`config.mk`:
```
export PLATFORM = sky130hd
export DESIGN_NAME = mips_multicycle_core_flat
export DESIGN_NICKNAME = d
export VERILOG_FILES = /design/src/rtl/mips_multicycle_core_if.sv /design/src/rtl/mips_multicycle_core.sv /design/src/flat_wrapper.sv
export SDC_FILE = /design/constraint.sdc
export NUM_CORES = 1
export LEC_CHECK = 0
export BUFFER_PORTS_ARGS = -buffer_cell sky130_fd_sc_hd__buf_2
export CAP_MARGIN = 20
export CORE_MARGIN = 5
export CORE_UTILIZATION = 40
export CTS_CLUSTER_DIAMETER = 60
export DETAILED_ROUTE_END_ITERATION = 12
export PLACE_DENSITY = 0.64
export SYNTH_ARGS = -nofsm -noshare
export SYNTH_HDL_FRONTEND = slang
export SYNTH_SLANG_ARGS = --single-unit
```
`constraint.sdc`:
```
create_clock -name clk -period 5.1 [get_ports clk]
set_clock_uncertainty 0.05 [all_clocks]
set_input_delay 0.255 -clock clk [delete_from_list [all_inputs] [get_ports clk]]
set_output_delay 0.255 -clock clk [all_outputs]
set_load 0.005 [all_outputs]
```
`src/rtl/mips_multicycle_core_if.sv`:
```
// rtl/mips_multicycle_core_if.sv - instruction and data memory req/ack bus
interface mips_multicycle_core_if #(
  parameter int DATA_W  = 16,
  parameter int PC_W    = 16,
  parameter int DADDR_W = 16
) ();

  logic               imem_req;
  logic [PC_W-1:0]    imem_addr;
  logic               imem_ack;
  logic [15:0]        imem_rdata;

  logic               dmem_req;
  logic               dmem_we;
  logic [DADDR_W-1:0] dmem_addr;
  logic [DATA_W-1:0]  dmem_wdata;
  logic               dmem_ack;
  logic [DATA_W-1:0]  dmem_rdata;

  modport master (
    output imem_req, imem_addr,
    input  imem_ack, imem_rdata,
    output dmem_req, dmem_we, dmem_addr, dmem_wdata,
    input  dmem_ack, dmem_rdata
  );

  modport slave (
    input  imem_req, imem_addr,
    output imem_ack, imem_rdata,
    input  dmem_req, dmem_we, dmem_addr, dmem_wdata,
    output dmem_ack, dmem_rdata
  );

endinterface

```
`src/rtl/mips_multicycle_core.sv`:
```
// rtl/mips_multicycle_core.sv - multi-cycle 16-bit-ISA MIPS core with req/ack memory ports
module mips_multicycle_core #(
  parameter int              DATA_W   = 16,
  parameter int              PC_W     = 16,
  parameter int              DADDR_W  = 16,
  parameter logic [PC_W-1:0] RESET_PC = '0
) (
  input  logic                   clk,
  input  logic                   rst_n,
  mips_multicycle_core_if.master bus,
  output logic [PC_W-1:0]        pc,
  output logic                   halted,
  output logic                   retire,
  output logic [DATA_W-1:0]      dbg_a,
  output logic [DATA_W-1:0]      dbg_b,
  output logic [DATA_W-1:0]      dbg_alu
);

  localparam logic [3:0] OP_ADD  = 4'h0;
  localparam logic [3:0] OP_SUB  = 4'h1;
  localparam logic [3:0] OP_AND  = 4'h2;
  localparam logic [3:0] OP_OR   = 4'h3;
  localparam logic [3:0] OP_SLT  = 4'h4;
  localparam logic [3:0] OP_ADDI = 4'h5;
  localparam logic [3:0] OP_LW   = 4'h6;
  localparam logic [3:0] OP_SW   = 4'h7;
  localparam logic [3:0] OP_BNE  = 4'h8;
  localparam logic [3:0] OP_BEQ  = 4'h9;
  localparam logic [3:0] OP_JMP  = 4'hA;
  localparam logic [3:0] OP_HALT = 4'hB;

  typedef enum logic [2:0] {
    S_RST,
    S_FETCH,
    S_DECODE,
    S_EXEC,
    S_MEM,
    S_WB,
    S_HALT
  } state_t;

  state_t            state;
  state_t            state_next;

  logic [15:0]       ir;
  logic [DATA_W-1:0] a_q;
  logic [DATA_W-1:0] b_q;
  logic [DATA_W-1:0] st_q;
  logic [DATA_W-1:0] alu_q;
  logic [DATA_W-1:0] mdr_q;
  logic [DATA_W-1:0] regs [16];

  logic [3:0]        op;
  logic [3:0]        ra;
  logic [3:0]        rb;
  logic [3:0]        rc;
  logic [DATA_W-1:0] imm_data;
  logic [PC_W-1:0]   imm_pc;
  logic              use_imm;
  logic              is_rtype;
  logic              is_ctrl;
  logic              br_taken;
  logic [3:0]        wb_dest;
  logic [DATA_W-1:0] wb_data;
  logic [DATA_W-1:0] alu_res;

  assign op       = ir[15:12];
  assign ra       = ir[11:8];
  assign rb       = ir[7:4];
  assign rc       = ir[3:0];
  assign imm_data = {{(DATA_W-4){ir[3]}}, ir[3:0]};
  assign imm_pc   = {{(PC_W-4){ir[3]}}, ir[3:0]};
  assign use_imm  = (op == OP_ADDI) || (op == OP_LW) || (op == OP_SW);
  assign is_rtype = (op <= OP_SLT);
  // Instructions that finish in EXEC: branches, jump and the NOP range
  assign is_ctrl  = (op >= OP_BNE) && (op != OP_HALT);
  assign br_taken = ((op == OP_BNE) && (a_q != b_q)) || ((op == OP_BEQ) && (a_q == b_q));
  assign wb_dest  = is_rtype ? rc : rb;
  assign wb_data  = (op == OP_LW) ? mdr_q : alu_q;

  // Bus outputs decode straight from the state register so req cannot pulse outside FETCH/MEM
  assign bus.imem_req   = (state == S_FETCH);
  assign bus.imem_addr  = pc;
  assign bus.dmem_req   = (state == S_MEM);
  assign bus.dmem_we    = (state == S_MEM) && (op == OP_SW);
  assign bus.dmem_addr  = alu_q[DADDR_W-1:0];
  assign bus.dmem_wdata = st_q;

  assign dbg_a   = a_q;
  assign dbg_b   = b_q;
  assign dbg_alu = alu_q;

  // ALU on the operands latched in DECODE; address ops reuse the adder
  always_comb begin
    alu_res = a_q + b_q;
    case (op)
      OP_SUB:  alu_res = a_q - b_q;
      OP_AND:  alu_res = a_q & b_q;
      OP_OR:   alu_res = a_q | b_q;
      OP_SLT:  alu_res = ($signed(a_q) < $signed(b_q)) ? DATA_W'(1) : '0;
      default: alu_res = a_q + b_q;
    endcase
  end

  // Control FSM state register
  always_ff @(posedge clk or negedge rst_n) begin
    if (!rst_n) state <= S_RST;
    else        state <= state_next;
  end

  // Control FSM next-state; FETCH and MEM hold until their ack
  always_comb begin
    state_next = state;
    case (state)
      S_RST:    state_next = S_FETCH;
      S_FETCH:  if (bus.imem_ack) state_next = S_DECODE;
      S_DECODE: state_next = S_EXEC;
      S_EXEC: begin
        if (is_rtype || (op == OP_ADDI))          state_next = S_WB;
        else if ((op == OP_LW) || (op == OP_SW))  state_next = S_MEM;
        else if (op == OP_HALT)                   state_next = S_HALT;
        else                                      state_next = S_FETCH;
      end
      S_MEM: begin
        if (bus.dmem_ack) state_next = (op == OP_LW) ? S_WB : S_FETCH;
      end
      S_WB:     state_next = S_FETCH;
      S_HALT:   state_next = S_HALT;
      default:  state_next = S_RST;
    endcase
  end

  // Datapath registers: IR/PC on fetch, operands on decode, ALU and branch on exec, load data on mem
  always_ff @(posedge clk or negedge rst_n) begin
    if (!rst_n) begin
      pc     <= RESET_PC;
      ir     <= '0;
      a_q    <= '0;
      b_q    <= '0;
      st_q   <= '0;
      alu_q  <= '0;
      mdr_q  <= '0;
      halted <= 1'b0;
      retire <= 1'b0;
    end else begin
      retire <= 1'b0;
      case (state)
        S_FETCH: begin
          if (bus.imem_ack) begin
            ir <= bus.imem_rdata;
            pc <= pc + PC_W'(1);
          end
        end
        S_DECODE: begin
          a_q  <= regs[ra];
          st_q <= regs[rb];
          b_q  <= use_imm ? imm_data : regs[rb];
        end
        S_EXEC: begin
          alu_q <= alu_res;
          // pc already points past this instruction, so branch targets add to it directly
          if (br_taken)           pc <= pc + imm_pc;
          else if (op == OP_JMP)  pc <= PC_W'(ir[11:0]);
          if (op == OP_HALT)      halted <= 1'b1;
          if (is_ctrl)            retire <= 1'b1;
        end
        S_MEM: begin
          if (bus.dmem_ack) begin
            if (op == OP_LW) mdr_q  <= bus.dmem_rdata;
            else             retire <= 1'b1;
          end
        end
        S_WB: begin
          retire <= 1'b1;
        end
        default: ;
      endcase
    end
  end

  // Register file: R0 is never written, so it always reads zero
  always_ff @(posedge clk or negedge rst_n) begin
    if (!rst_n) begin
      for (int i = 0; i < 16; i++) regs[i] <= '0;
    end else if ((state == S_WB) && (wb_dest != 4'd0)) begin
      regs[wb_dest] <= wb_data;
    end
  end

endmodule

```
`src/flat_wrapper.sv`:
```
// flat-port wrapper written by rule: the top's interface ports become plain ports
module mips_multicycle_core_flat 
#(
  parameter int              DATA_W   = 16,
  parameter int              PC_W     = 16,
  parameter int              DADDR_W  = 16,
  parameter logic [PC_W-1:0] RESET_PC = '0
)
  (clk, rst_n, pc, halted, retire, dbg_a, dbg_b, dbg_alu, bus_imem_req, bus_imem_addr, bus_imem_ack, bus_imem_rdata, bus_dmem_req, bus_dmem_we, bus_dmem_addr, bus_dmem_wdata, bus_dmem_ack, bus_dmem_rdata);
  mips_multicycle_core_if #(.DATA_W(DATA_W), .PC_W(PC_W), .DADDR_W(DADDR_W)) bus_i ();
  input  logic clk;
  input  logic rst_n;
  output logic [PC_W-1:0] pc;
  output logic halted;
  output logic retire;
  output logic [DATA_W-1:0] dbg_a;
  output logic [DATA_W-1:0] dbg_b;
  output logic [DATA_W-1:0] dbg_alu;
  output wire logic [$bits(bus_i.imem_req)-1:0] bus_imem_req;
  output wire logic [$bits(bus_i.imem_addr)-1:0] bus_imem_addr;
  input wire logic [$bits(bus_i.imem_ack)-1:0] bus_imem_ack;
  input wire logic [$bits(bus_i.imem_rdata)-1:0] bus_imem_rdata;
  output wire logic [$bits(bus_i.dmem_req)-1:0] bus_dmem_req;
  output wire logic [$bits(bus_i.dmem_we)-1:0] bus_dmem_we;
  output wire logic [$bits(bus_i.dmem_addr)-1:0] bus_dmem_addr;
  output wire logic [$bits(bus_i.dmem_wdata)-1:0] bus_dmem_wdata;
  input wire logic [$bits(bus_i.dmem_ack)-1:0] bus_dmem_ack;
  input wire logic [$bits(bus_i.dmem_rdata)-1:0] bus_dmem_rdata;
  assign bus_imem_req = bus_i.imem_req;
  assign bus_imem_addr = bus_i.imem_addr;
  assign bus_i.imem_ack = bus_imem_ack;
  assign bus_i.imem_rdata = bus_imem_rdata;
  assign bus_dmem_req = bus_i.dmem_req;
  assign bus_dmem_we = bus_i.dmem_we;
  assign bus_dmem_addr = bus_i.dmem_addr;
  assign bus_dmem_wdata = bus_i.dmem_wdata;
  assign bus_i.dmem_ack = bus_dmem_ack;
  assign bus_i.dmem_rdata = bus_dmem_rdata;
  mips_multicycle_core #(.DATA_W(DATA_W), .PC_W(PC_W), .DADDR_W(DADDR_W), .RESET_PC(RESET_PC)) u_core (.clk(clk), .rst_n(rst_n), .bus(bus_i), .pc(pc), .halted(halted), .retire(retire), .dbg_a(dbg_a), .dbg_b(dbg_b), .dbg_alu(dbg_alu));
endmodule
```
==> Word-level counts from Yosys, hierarchy flattened <==
Cells that the tools add are included.
{ "totals": {"output_inout_bits": 117, "regBits": 373, "inputBits": 36} }
{ "classes": {"eq_ne": 23, "mux": 29, "n_bitwise": 5, "reduce_logical": 20, "order_cmp": 7, "addsub": 4} }
{ "ops": {"columns": ["operator", "count"], "rows": [
  ["$bwmux W256", 1],
  ["$mux W16", 10],
  ["$bmux W16 S4", 2],
  ["$demux W16 S4", 1],
  ["$pmux W16 S4", 1],
  ["$add A16 B16 Y16", 2],
  ["$pmux W16 S2", 1],
  ["$mux W3", 6],
  ["$pmux W3 S6", 1],
  ["$add A16 B1 Y16 const B", 1],
  ["$and A16 B16 Y16", 1],
  ["$eq A16 B16 Y1", 1],
  ["$eq A4 B3 Y1 const B", 4],
  ["$eq A4 B4 Y1 const B", 4],
  ["$lt A16 B16 Y1", 1],
  ["$ne A16 B16 Y1", 1],
  ["$or A16 B16 Y16", 1],
  ["$sub A16 B16 Y16", 1],
  ["$ge A5 B5 Y1 const B", 3],
  ["$not A4 Y5", 3],
  ["$eq A3 B3 Y1 const B", 3],
  ["$eq A4 B2 Y1 const B", 2],
  ["$eq A3 B2 Y1 const B", 2],
  ["$logic_and A1 B1 Y1", 6],
  ["other kinds (18)", 29]
]} }

==> Longest topological paths before layout <==
Gate-level depths: netlist of run 1.
{ "depth": {"depth_word": 8, "mapped_depth": 13, "mapped_depth_nobuf": 11} }

==> Worst setup path before layout of run 1 <==
Ideal clock, no wire load.
{ "synth_timing": {"path_kind": "reg2reg", "from": "register u_core.a_q[12] (netlist: u_core.dbg_a[12])", "to": "register u_core.pc[6] (netlist: u_core.bus.imem_addr[6])", "stages_incl_launch_ff": 11, "setup_slack_ns": 2.317, "synth_period_minus_slack_ns": 2.783, "path_buffers": 1, "t_arrival_ns": 2.612, "t_required_ns": 4.929, "cell_sequence": "dfrtp_1 inv_1 ha_1 buf_6 or4_4 and4b_1 a21oi_2 o211ai_4 mux2i_1 o32ai_1 a22o_1"} }
{ "synth_between": {"elab_chain_cells": 5, "word_cells_on_any_way": 9, "classes_between": "eq/ne (3); mux (2); reduce/logical (4)"} }
{ "synth_lines": {"columns": ["item", "line", "source"], "rows": [
  ["start, declared", "mips_multicycle_core.sv:46", "logic [DATA_W-1:0] a_q;"],
  ["start signal, assigned", "mips_multicycle_core.sv:155", "a_q <= regs[ra];"],
  ["$ne A16 B16 Y1 / $eq A16 B16 Y1 (equally long branches)", "mips_multicycle_core.sv:77", "assign br_taken = ((op == OP_BNE) && (a_q != b_q)) || ((op == OP_BEQ) && (a_q == b_q));"],
  ["$logic_and A1 B1 Y1", "mips_multicycle_core.sv:77", null],
  ["$logic_or A1 B1 Y1 *", "mips_multicycle_core.sv:77", null],
  ["$ne A3 B1 Y1 (no line) / $mux W16 (equally long branches)", null, null],
  ["$reduce_and A3 Y1 (no line) / $pmux W16 S2 (equally long branches)", null, null],
  ["end signal, assigned", "mips_multicycle_core.sv:151", "pc <= pc + PC_W'(1);"],
  ["end signal, assigned", "mips_multicycle_core.sv:162", "if (br_taken) pc <= pc + imm_pc;"],
  ["end signal, assigned", "mips_multicycle_core.sv:163", "else if (op == OP_JMP) pc <= PC_W'(ir[11:0]);"],
  ["end, declared", "mips_multicycle_core.sv:11", "output logic [PC_W-1:0] pc,"]
]} }
Mark *: on every way between the ends. The rest lies on a longest branch, timed or not.
A chain may end at the register's enable or synchronous reset.

==> Final worst setup path of run 1 <==
{ "layout_timing": {"from": "register u_core.ir[13]", "to": "register u_core.regs[176] in the netlist's numbering"} }
{ "layout_between": {"elab_chain_cells": 8, "word_cells_on_any_way": 13, "classes_between": "order compare (3); eq/ne (1); mux (5); bitwise (1); reduce/logical (3)"} }
{ "layout_lines": {"columns": ["item", "line", "source"], "rows": [
  ["start, declared", "mips_multicycle_core.sv:45", "logic [15:0] ir;"],
  ["start signal, assigned", "mips_multicycle_core.sv:150", "ir <= bus.imem_rdata;"],
  ["$le A4 B3 Y1", "mips_multicycle_core.sv:74", "assign is_rtype = (op <= OP_SLT);"],
  ["$mux W4", "mips_multicycle_core.sv:78", "assign wb_dest = is_rtype ? rc : rb;"],
  ["$not A4 Y5 (not written as such)", "mips_multicycle_core.sv:186", "regs[wb_dest] <= wb_data;"],
  ["$ge A5 B5 Y1 (not written as such) / $lt A5 B1 Y1 (equally long branches)", "mips_multicycle_core.sv:186", null],
  ["$logic_and A1 B1 Y1 (not written as such)", "mips_multicycle_core.sv:186", null],
  ["$mux W16 (not written as such)", "mips_multicycle_core.sv:186", null],
  ["$demux W16 S4", "mips_multicycle_core.sv:186", null],
  ["$bwmux W256", "mips_multicycle_core.sv:186", null],
  ["end signal, assigned by index", "mips_multicycle_core.sv:186", null],
  ["end, declared", "mips_multicycle_core.sv:51", "logic [DATA_W-1:0] regs [16];"]
]} }
Several ways; a longest one is shown, not always the timed one.

==> flow_metrics.env, run 1 <==
export IMPL_status="complete, no violations"
export IMPL_power_density_mw_per_mm2=682.6
export IMPL_place_congestion=0.9002
export IMPL_synth_distinct_cells=74
export IMPL_clockBufferDepth=3
export IMPL_final_area_mm2=0.02398
export IMPL_fin_nets=2188
export IMPL_grt_use_total_pct=21.61
export IMPL_crit_chain="nor2_1, nor2b_1, nor2_1, and3_1, o21ai_0, nor2_2, buf_4, nor2_1, a21oi_1"
export IMPL_switching_share_pct=42.57
export IMPL_clock_sinks=373
export IMPL_comb_power_share_pct=48.5
export IMPL_num_vias=16470
export IMPL_worstPathArrival_ns=4.00
export IMPL_cp_max_fo=17
export IMPL_wirelength_um=63110
export IMPL_cp_slowest_stage_delay_ns=0.85
export IMPL_grt_busiest_layer="met2"
export IMPL_start_util_pct=40.15
export IMPL_hp_start="bus_imem_ack"
export IMPL_crit_top_cell="nor2_1"
export IMPL_maxCapViolCount=0
export IMPL_clock_latency_ns=0.57
export IMPL_ys_ff_latch=373
export IMPL_synth_area_leaders="dfrtp_1 (44%), mux4_2 (17%), a21oi_1 (6.1%)"
export IMPL_worstPathRequired_ns=5.54
export IMPL_ios=153
export IMPL_register_area_mm2=0.009344
export IMPL_synth_edf_count=0
export IMPL_setup_violations=0
export IMPL_worst_r2r_setup_slack_ns=1.53
export IMPL_synth_top_area_cell="dfrtp_1"
export IMPL_drive_gt1_share_pct=23.51
export IMPL_critPathSlowestCell="nor2_2"
export IMPL_crit_family="simple AND/OR/NAND/NOR gates"
export IMPL_post_place_ws_ns=1.660
export IMPL_power_internal_w=0.009402
export IMPL_use_met1_pct=28.91
export IMPL_syn_avg_cell_area_um2=10.52
export IMPL_die_x_um=239.2
export IMPL_rows=84
export IMPL_clockPowerShare_pct=18.3
export IMPL_route_detailed_drc=0
export IMPL_peakVddDrop_mv=0.3000
export IMPL_io_buffers=152
export IMPL_period_share_pct=69.94
export IMPL_end_kind="flip-flop"
export IMPL_root_buffer="clkbuf_16"
export IMPL_overflow=0
export IMPL_slew_headroom_pct=27.44
export IMPL_synthFlopType="dfrtp_1"
export IMPL_core_area_mm2=0.05234
export IMPL_p_total_w=0.01637
export IMPL_die_area_mm2=0.05721
export IMPL_setup_ws_ns=1.533
export IMPL_htreeDepth=2
export IMPL_drv_slew=0
export IMPL_cts_tree="yes"
export IMPL_yosysWarningCount=0
export IMPL_r2r_start="u_core.ir[13]$_DFFE_PN0P_"
export IMPL_p_leak_nw=10.52
export IMPL_met2_usage_pct=36.16
export IMPL_syn_inst=1997
export IMPL_power_frac_seq_pct=33.2
export IMPL_synth_area_mm2=0.02101
export IMPL_die_h_um=239.2
export IMPL_grt_max_degree=124
export IMPL_antenna_left=0
export IMPL_routedWlPerCell_um=22.52
export IMPL_tns_ns=0
export IMPL_yosys_top_cells_count="dfrtp_1 (373), a21oi_1 (256), nor2_1 (255)"
export IMPL_cts_resized=0
export IMPL_cts_setup_buffers=0
export IMPL_multiInputGateArea_mm2=0.01058
export IMPL_crit_type="reg2reg"
export IMPL_antenna_cells=0
export IMPL_dpl_hpwl_um=42100
export IMPL_synthArstFlopShare_pct=100.0
export IMPL_drtIter0Drc=1507
export IMPL_rsz0062_at_grt="false"
export IMPL_crit_path_start_kind="flip-flop"
export IMPL_period_minus_slack_ns=3.567
export IMPL_critPathLaunch="u_core.ir[13]$_DFFE_PN0P_"
export IMPL_antenna_found_initial=0
export IMPL_firstDrtPassIters=6
export IMPL_yosysMostFrequentCell="dfrtp_1"
export IMPL_cts_hold_fix_buffers=34
export IMPL_fill_cells=4747
export IMPL_netSwitchingPower_w=0.006969
export IMPL_grt_pass1_wl_um=97170
export IMPL_fmax_ghz=0.2804
export IMPL_min_delay_path_class="in2reg"
export IMPL_path_buf_inv=1
export IMPL_grt_pass1_vias=16480
export IMPL_use_met3_pct=3.397
export IMPL_synth_fp_nets=2100
export IMPL_whs_ns=0.1218
export IMPL_cts_buffers=42
export IMPL_clkTransAtPathRegs_ns=0.06
export IMPL_hold_viol_final=0
export IMPL_placed_cell_area_mm2=0.02224
export IMPL_worstMarginPinSlew_ns=1.088
export IMPL_viasPerCell=5.878
export IMPL_synth_top_cell_area_share_pct=44.42
export IMPL_area_growth_pct=14.13
export IMPL_yosysSeqAreaShare_pct=44.42
## worst min-delay path, stage by stage
cell and delay, ns:
buf_2 0.09, nand2b_1 0.08, o22ai_1 0.16, a22oi_1 0.10
## layout make-up
type / instances / area share, %
multi-input combinational: 1371 / 44.11
sequential: 373 / 38.96
clock buffer: 60 / 5.170
clock inverter: 13 / 0.4330
inverter: 54 / 0.8452
tap: 688 / 3.589
timing repair buffer: 243 / 6.887
## worst paths after layout
path / end / cells after the start
setup / recovery: u_core.regs[176]$_DFFE_PN0P_ / 9
hold reg to reg: u_core.regs[246]$_DFFE_PN0P_ / 0
min in group asynchronous: u_core.bus.dmem_addr[11]$_DFFE_PN0P_ / 2
setup reg to reg: u_core.regs[176]$_DFFE_PN0P_ / 9
hold / removal: u_core.state[0]$_DFFE_PN0P_ / 4
max in group asynchronous: u_core.ir[4]$_DFFE_PN0P_ / 3
## layer usage
metal / wire (um) / share of wire (%) / vias to the layer above
met3: 4570 / 7.2 / 141
met4: 2139 / 3.4 / 0
met5: 0 / 0 / -
li1: - / - / 7350
met1: 25690 / 41 / 8328
met2: 30710 / 49 / 650
## logic make-up (layout without fill, tap and decap cells)
| family | Yosys count | in the layout | synth area share [%] |
|---|---|---|---|
| simple gates | 549 | 549 | 11.09 |
| fa+ha+maj | 67 | 67 | 4.097 |
| mux | 216 | 216 | 20.01 |
| compound gates | 524 | 524 | 14.32 |
| flops | 373 | 373 | 44.42 |
| buf+inv | 253 | 370 | 5.436 |
| xor+xnor | 15 | 15 | 0.6252 |
## power groups by stage
stage / registers [W] / logic (W) / clock network [W]
final: 0.00543 / 0.00795 / 0.00299
after global routing: 0.00558 / 0.00863 / 0.00316
after CTS: 0.00547 / 0.00782 / 0.00303
after detailed placement: 0.00551 / 0.00776 / 0
after global placement: 0.00543 / 0.00760 / 0
after floorplan: 0.00477 / 0.00595 / 0
## sequential cells by signal (all words and copies together), names as in the netlist, 16 cells and up
| signal | cells |
|---|---|
| u_core.ir | 16 |
| u_core.regs | 256 |
| u_core.bus.dmem_addr | 16 |
| u_core.bus.dmem_wdata | 16 |
| u_core.mdr_q | 16 |
| u_core.bus.imem_addr | 16 |
| u_core.dbg_b | 16 |
| u_core.dbg_a | 16 |
## layout by cell type (no fill, tap or decap), types with 12 or more instances in the layout
cell type      instances
nand3_1               16
dlygate4sd3_1         34
clkbuf_16             43
nand2b_1              16
xnor2_1               12
ha_1                  64
mux4_2               160
dfrtp_1              369
buf_4                 50
mux2i_1               22
a21oi_1              256
buf_2                151
nor2_1               245
nand2_1              191
mux2_2                32
o21ai_0              143
inv_1                 54
nor3_1                19
## stage by stage
step	std cells	util, %
after floorplan	1997	-
after global placement	2687	42.32
after detailed placement	2693	42.50
after CTS	2800	45.71
after global routing	2802	45.82
final	2802	45.82
Power figures use the tool's default switching activity.
==> run 2, diff against run 1 <==
Settings changed: ABC_AREA from default to 1.
Clock period 5.1 ns to 3.4 ns, I/O delays scaled along.
==> flow_metrics.env, run 2 <==
export IMPL_regMostFlops="u_core.regs"
export IMPL_maxCapViolCount=0
export IMPL_period_minus_slack_ns=2.865
export IMPL_final_area_mm2=0.02541
export IMPL_syn_inst=3019
export IMPL_hold_viol_final=0
export IMPL_die_h_um=246
export IMPL_crit_type="reg2reg"
export IMPL_synth_top_cell_area_share_pct=41.90
export IMPL_synth_edf_count=0
export IMPL_final_common_cell="nand2_1"
export IMPL_end_kind="flip-flop"
export IMPL_synthArstFlopShare_pct=100.0
export IMPL_antenna_found_initial=0
export IMPL_min_delay_path_class="in2async"
export IMPL_yosys_top_cells_count="nand2_1 (691), o21ai_0 (502), dfrtp_1 (373)"
export IMPL_route_detailed_drc=0
export IMPL_synth_distinct_cells=45
export IMPL_synth_fp_nets=3122
export IMPL_overflow=0
export IMPL_grt_max_degree=104
export IMPL_tns_ns=0
export IMPL_peakVddDrop_mv=0.6192
export IMPL_antenna_left=0
export IMPL_core_area_mm2=0.05509
export IMPL_worstMarginPinSlew_ns=1.068
export IMPL_cts_resized=0
export IMPL_root_buffer="clkbuf_16"
export IMPL_r2r_start="u_core.dbg_a[13]$_DFFE_PN0N_"
export IMPL_io_buffers=152
export IMPL_firstDrtPassIters=6
export IMPL_rows=86
export IMPL_syn_avg_cell_area_um2=7.380
export IMPL_routedWlPerCell_um=20.46
export IMPL_largest_reg_flops=256
export IMPL_r2r_cells=14
export IMPL_p_leak_nw=12.09
export IMPL_worstPathRequired_ns=3.82
export IMPL_drive_gt1_share_pct=11.21
export IMPL_drv_slew=0
export IMPL_grt_pass1_vias=20000
export IMPL_fmax_ghz=0.3491
export IMPL_clock_latency_ns=0.60
export IMPL_final_cell_mix="nand2_1 (691), o21ai_0 (502), dfrtp_1 (368)"
export IMPL_drtIter0Drc=2358
export IMPL_power_density_mw_per_mm2=1078
export IMPL_synth_area_mm2=0.02228
export IMPL_cp_max_fo=18
export IMPL_synth_top_area_cell="dfrtp_1"
export IMPL_critPathLaunch="u_core.dbg_a[13]$_DFFE_PN0N_"
export IMPL_worstPathArrival_ns=3.28
export IMPL_period_share_pct=84.25
export IMPL_viasPerCell=5.550
export IMPL_place_congestion=0.9555
export IMPL_synth_area_leaders="dfrtp_1 (42%), nand2_1 (12%), o21ai_0 (11%)"
export IMPL_fill_cells=5505
export IMPL_grt_pass1_wl_um=120300
export IMPL_dpl_hpwl_um=49900
export IMPL_ios=153
export IMPL_setup_violations=0
export IMPL_slew_headroom_pct=28.30
export IMPL_clock_sinks=373
export IMPL_yosysMostFrequentCell="nand2_1"
export IMPL_worst_r2r_setup_slack_ns=0.54
export IMPL_cts_tree="yes"
export IMPL_num_vias=21430
export IMPL_cts_buffers=44
export IMPL_antenna_cells=0
export IMPL_htreeDepth=2
export IMPL_placed_cell_area_mm2=0.02351
export IMPL_wirelength_um=79010
export IMPL_rsz0062_at_grt="false"
export IMPL_clockBufferDepth=3
export IMPL_clkTransAtPathRegs_ns=0.06
export IMPL_crit_path_start_kind="flip-flop"
export IMPL_fin_nets=3181
export IMPL_endpoint="u_core.bus.imem_addr[0]$_DFFE_PN0P_"
export IMPL_grt_use_total_pct=25.39
export IMPL_rr_endpoint="u_core.bus.imem_addr[0]$_DFFE_PN0P_"
export IMPL_yosysWarningCount=0
export IMPL_ys_ff_latch=373
export IMPL_yosysSeqAreaShare_pct=41.90
export IMPL_start_util_pct=40.44
export IMPL_die_x_um=246
export IMPL_status="complete, no violations"
export IMPL_area_growth_pct=14.03
export IMPL_die_area_mm2=0.06052
export IMPL_synthFlopType="dfrtp_1"
[run 2: cell type report]
cell class                 instances  area [um2]  area share (%)
inverter                         202       762.0           2.999
timing repair buffer             259        1792           7.052
sequential                       373        9343           36.77
clock inverter                    17       230.2          0.9062
tap                              748       935.9           3.684
clock buffer                      64        1296           5.102
multi-input combinational       2198       11050           43.48
[run 2: worst min-delay path by stage]
stage                                               end  depth (start not counted)  startpoint  slack (ns)
floorplan           u_core.bus.dmem_addr[0]$_DFFE_PN0P_                          0       rst_n       -0.18
global placement            u_core.regs[64]$_DFFE_PN0P_                          1       rst_n        0.15
detailed placement          u_core.regs[64]$_DFFE_PN0P_                          1       rst_n        0.15
CTS                         u_core.regs[64]$_DFFE_PN0P_                          2       rst_n        0.13
global route                u_core.regs[64]$_DFFE_PN0P_                          2       rst_n        0.16
finish                      u_core.regs[64]$_DFFE_PN0P_                          2       rst_n        0.09
[run 2: timing repair]
action | CTS | global route
hold buffers | 37 | 0
setup buffers | 0 | 0
hold endpoints to repair | 108 | 0
[run 2: per-layer routing]
layer / track usage, % / wire length [um]
met3: 5.619 / 7460
met4: 7.450 / 2407
met1: 35.32 / 33600
met2: 40.01 / 35540
met5: 0 / 0
[run 2: logic make-up (layout without fill, tap and decap cells)]
| family | count (synthesis) | count (layout) | share of synthesized area (%) |
|---|---|---|---|
| and+or+nand+nor | 1228 | 1228 | 21.95 |
| AOI/OAI and AO/OA | 856 | 856 | 21.59 |
| buffers and inverters | 448 | 542 | 8.565 |
| DFF | 373 | 373 | 41.90 |
| adders and majority gates | 67 | 67 | 3.864 |
| muxes | 29 | 29 | 1.427 |
| xor gates and xnor gates | 18 | 18 | 0.7076 |
[run 2: worst max-delay path, stage by stage (launching register included)]
cell and delay [ns]:
dfrtp_1 0.39, inv_1 0.08, ha_1 0.43, nor2_1 0.27, nand3_1 0.16, nor2_2 0.20, nand2_1 0.07, nand2_1 0.07
nand2_2 0.19, nand2_1 0.13, nand2_1 0.07, inv_1 0.31, o21ai_0 0.15, nor2_1 0.12, nor2_1 0.05
[run 2: power by group]
part	switching (W)	internal, W	total, W
Sequential	0.00153	0.00595	0.00748
Combinational	0.0101	0.00480	0.0149
Clock	0.00203	0.00297	0.00501
Total	0.0137	0.0137	0.0274
[run 2: stage by stage]
step | hold slack, ns | power (W) | instances | worst slack (ns) | util, %
after floorplan | -0.1756 | 0.01697 | 3019 | 1.208 | -
after global placement | 0.1534 | 0.02194 | 3743 | 0.6628 | 42.67
after detailed placement | 0.1495 | 0.02201 | 3743 | 0.5913 | 42.67
after CTS | 0.1273 | 0.02713 | 3861 | 0.5753 | 46.11
after global routing | 0.1583 | 0.02939 | 3861 | 0.2831 | 46.11
final | 0.08585 | 0.02739 | 3861 | 0.5355 | 46.11
==> run 3, diff against run 2 <==
Settings changed: PLACE_DENSITY 0.64 to 0.66.
Clock period 3.4 ns to 2.3 ns, I/O delays scaled along.
==> flow_metrics.env, run 3 (synthesis gave the netlist of run 2 again) <==
export IMPL_status="complete, no violations"
export IMPL_place_congestion=0.9416
export IMPL_viasPerCell=5.509
export IMPL_clockBufferDepth=3
export IMPL_setup_violations=0
export IMPL_start_util_pct=40.44
export IMPL_clkTransAtPathRegs_ns=0.06
export IMPL_drtIter0Drc=2414
export IMPL_grt_pass1_vias=20560
export IMPL_crit_path_start_kind="flip-flop"
export IMPL_cts_tree="yes"
export IMPL_wirelength_um=78200
export IMPL_period_minus_slack_ns=2.239
export IMPL_hold_viol_final=0
export IMPL_firstDrtPassIters=6
export IMPL_dpl_hpwl_um=52360
export IMPL_htreeDepth=2
export IMPL_worstPathRequired_ns=2.70
export IMPL_min_delay_path_class="in2async"
export IMPL_clock_sinks=373
export IMPL_rows=86
export IMPL_clock_latency_ns=0.59
export IMPL_antenna_left=0
export IMPL_power_density_mw_per_mm2=1595
export IMPL_area_growth_pct=19.30
export IMPL_worstMarginPinSlew_ns=0.5520
export IMPL_grt_max_degree=78
export IMPL_maxCapViolCount=0
export IMPL_die_h_um=246
export IMPL_peakVddDrop_mv=0.7732
export IMPL_antenna_cells=0
export IMPL_cts_buffers=44
export IMPL_grt_pass1_wl_um=121100
export IMPL_root_buffer="clkbuf_16"
export IMPL_num_vias=21890
export IMPL_worstPathArrival_ns=2.64
export IMPL_die_area_mm2=0.06052
export IMPL_final_common_cell="nand2_1"
export IMPL_route_detailed_drc=0
export IMPL_die_x_um=246
export IMPL_grt_use_total_pct=25.24
export IMPL_fin_nets=3293
export IMPL_drive_gt1_share_pct=15.28
export IMPL_crit_type="reg2reg"
export IMPL_final_cell_mix="nand2_1 (685), o21ai_0 (498), dfrtp_1 (368)"
export IMPL_ios=153
export IMPL_period_share_pct=97.33
export IMPL_whs_ns=0.01892
export IMPL_io_buffers=152
export IMPL_cp_max_fo=11
export IMPL_regMostFlops="u_core.regs"
export IMPL_finish_utilization_pct=48.24
export IMPL_tns_ns=0
export IMPL_antenna_found_initial=0
export IMPL_slew_headroom_pct=63.16
export IMPL_routedWlPerCell_um=19.68
export IMPL_drv_slew=0
export IMPL_overflow=0
export IMPL_fmax_ghz=0.4467
export IMPL_end_kind="flip-flop"
export IMPL_core_area_mm2=0.05509
export IMPL_p_leak_nw=12.75
export IMPL_largest_reg_flops=256
==> run 3: changes by cell type in the layout (fill, tap and decap cells not counted), sizes merged <==
cell	change
clkbuf	+2
buf	+111
clkinv	+2
clkinvlp	+1
inv	-3
==> run 3: routing by layer <==
metal	routed length, um	up-vias	share of wire [%]	track usage [%]
li1	-	10380	-	-
met1	33610	10340	43	35.68
met2	35260	1013	45	39.33
met3	6797	167	8.7	4.339
met4	2531	0	3.2	8.828
met5	0	-	0	0
==> run 3: repair_timing <==
item | 4_1_cts | 5_1_grt
resized for setup | 3 | 47
endpoints found under the setup margin | 7 | 187
setup buffers | 0 | 5
endpoints found under the hold margin | 409 | 0
hold buffers | 37 | 0
gates cloned | 0 | 1
pin swaps | 0 | 7
==> run 3: power breakdown <==
part / total, W / switching [W] / leakage (nW) / internal, W
Sequential: 0.0108 / 0.00202 / 4.98 / 0.00880
Combinational: 0.0241 / 0.0155 / 7.01 / 0.00863
Clock: 0.00742 / 0.00294 / 0.765 / 0.00448
Total: 0.0424 / 0.0205 / 12.8 / 0.0219
==> run 3: per-stage QoR <==
step,setup slack (ns),instances,power (W),instance area [um2]
final,0.06139,3974,0.04238,26580
after global placement,-0.01022,3849,0.03388,24480
after detailed placement,-0.02510,3849,0.03399,24480
after CTS,0.02340,3968,0.04165,26400
after global routing,-0.06071,3974,0.04560,26580
after floorplan,0.1076,3019,0.02509,22280
==> run 3: critical path: stages (launching register included) <==
cell,delay [ns]
dfrtp_1,0.35
inv_1,0.07
ha_1,0.33
nor2_2,0.16
nand3_2,0.14
nor2_4,0.18
nand2_1,0.07
nand2_1,0.11
nand2_4,0.10
buf_4,0.19
nand2_1,0.06
o21ai_0,0.11
o21ai_1,0.14
nand2_1,0.06
==> run 3: area by class of cell <==
class	count	area (um2)
multi-input combinational	2198	11160
timing repair buffer	371	2834
tap	748	935.9
clock buffer	65	1333
sequential	373	9343
clock inverter	17	209.0
fill	5454	28510
inverter	202	763.2
==> run 3: path summary, 6_finish.rpt <==
path,start,endpoint,slack (ns),cells after the start
max,u_core.dbg_a[13]$_DFFE_PN0N_,u_core.bus.imem_addr[3]$_DFFE_PN0P_,0.06,13
min,rst_n,u_core.regs[28]$_DFFE_PN0P_,0.02,2
max reg2reg,u_core.dbg_a[13]$_DFFE_PN0N_,u_core.bus.imem_addr[3]$_DFFE_PN0P_,0.06,13
min reg2reg,u_core.regs[245]$_DFFE_PN0P_,u_core.regs[245]$_DFFE_PN0P_,0.35,0
max in group asynchronous,rst_n,u_core.ir[9]$_DFFE_PN0P_,1.36,3
min in group clk,bus_dmem_rdata[11],u_core.mdr_q[11]$_DFFE_PN0P_,0.26,3
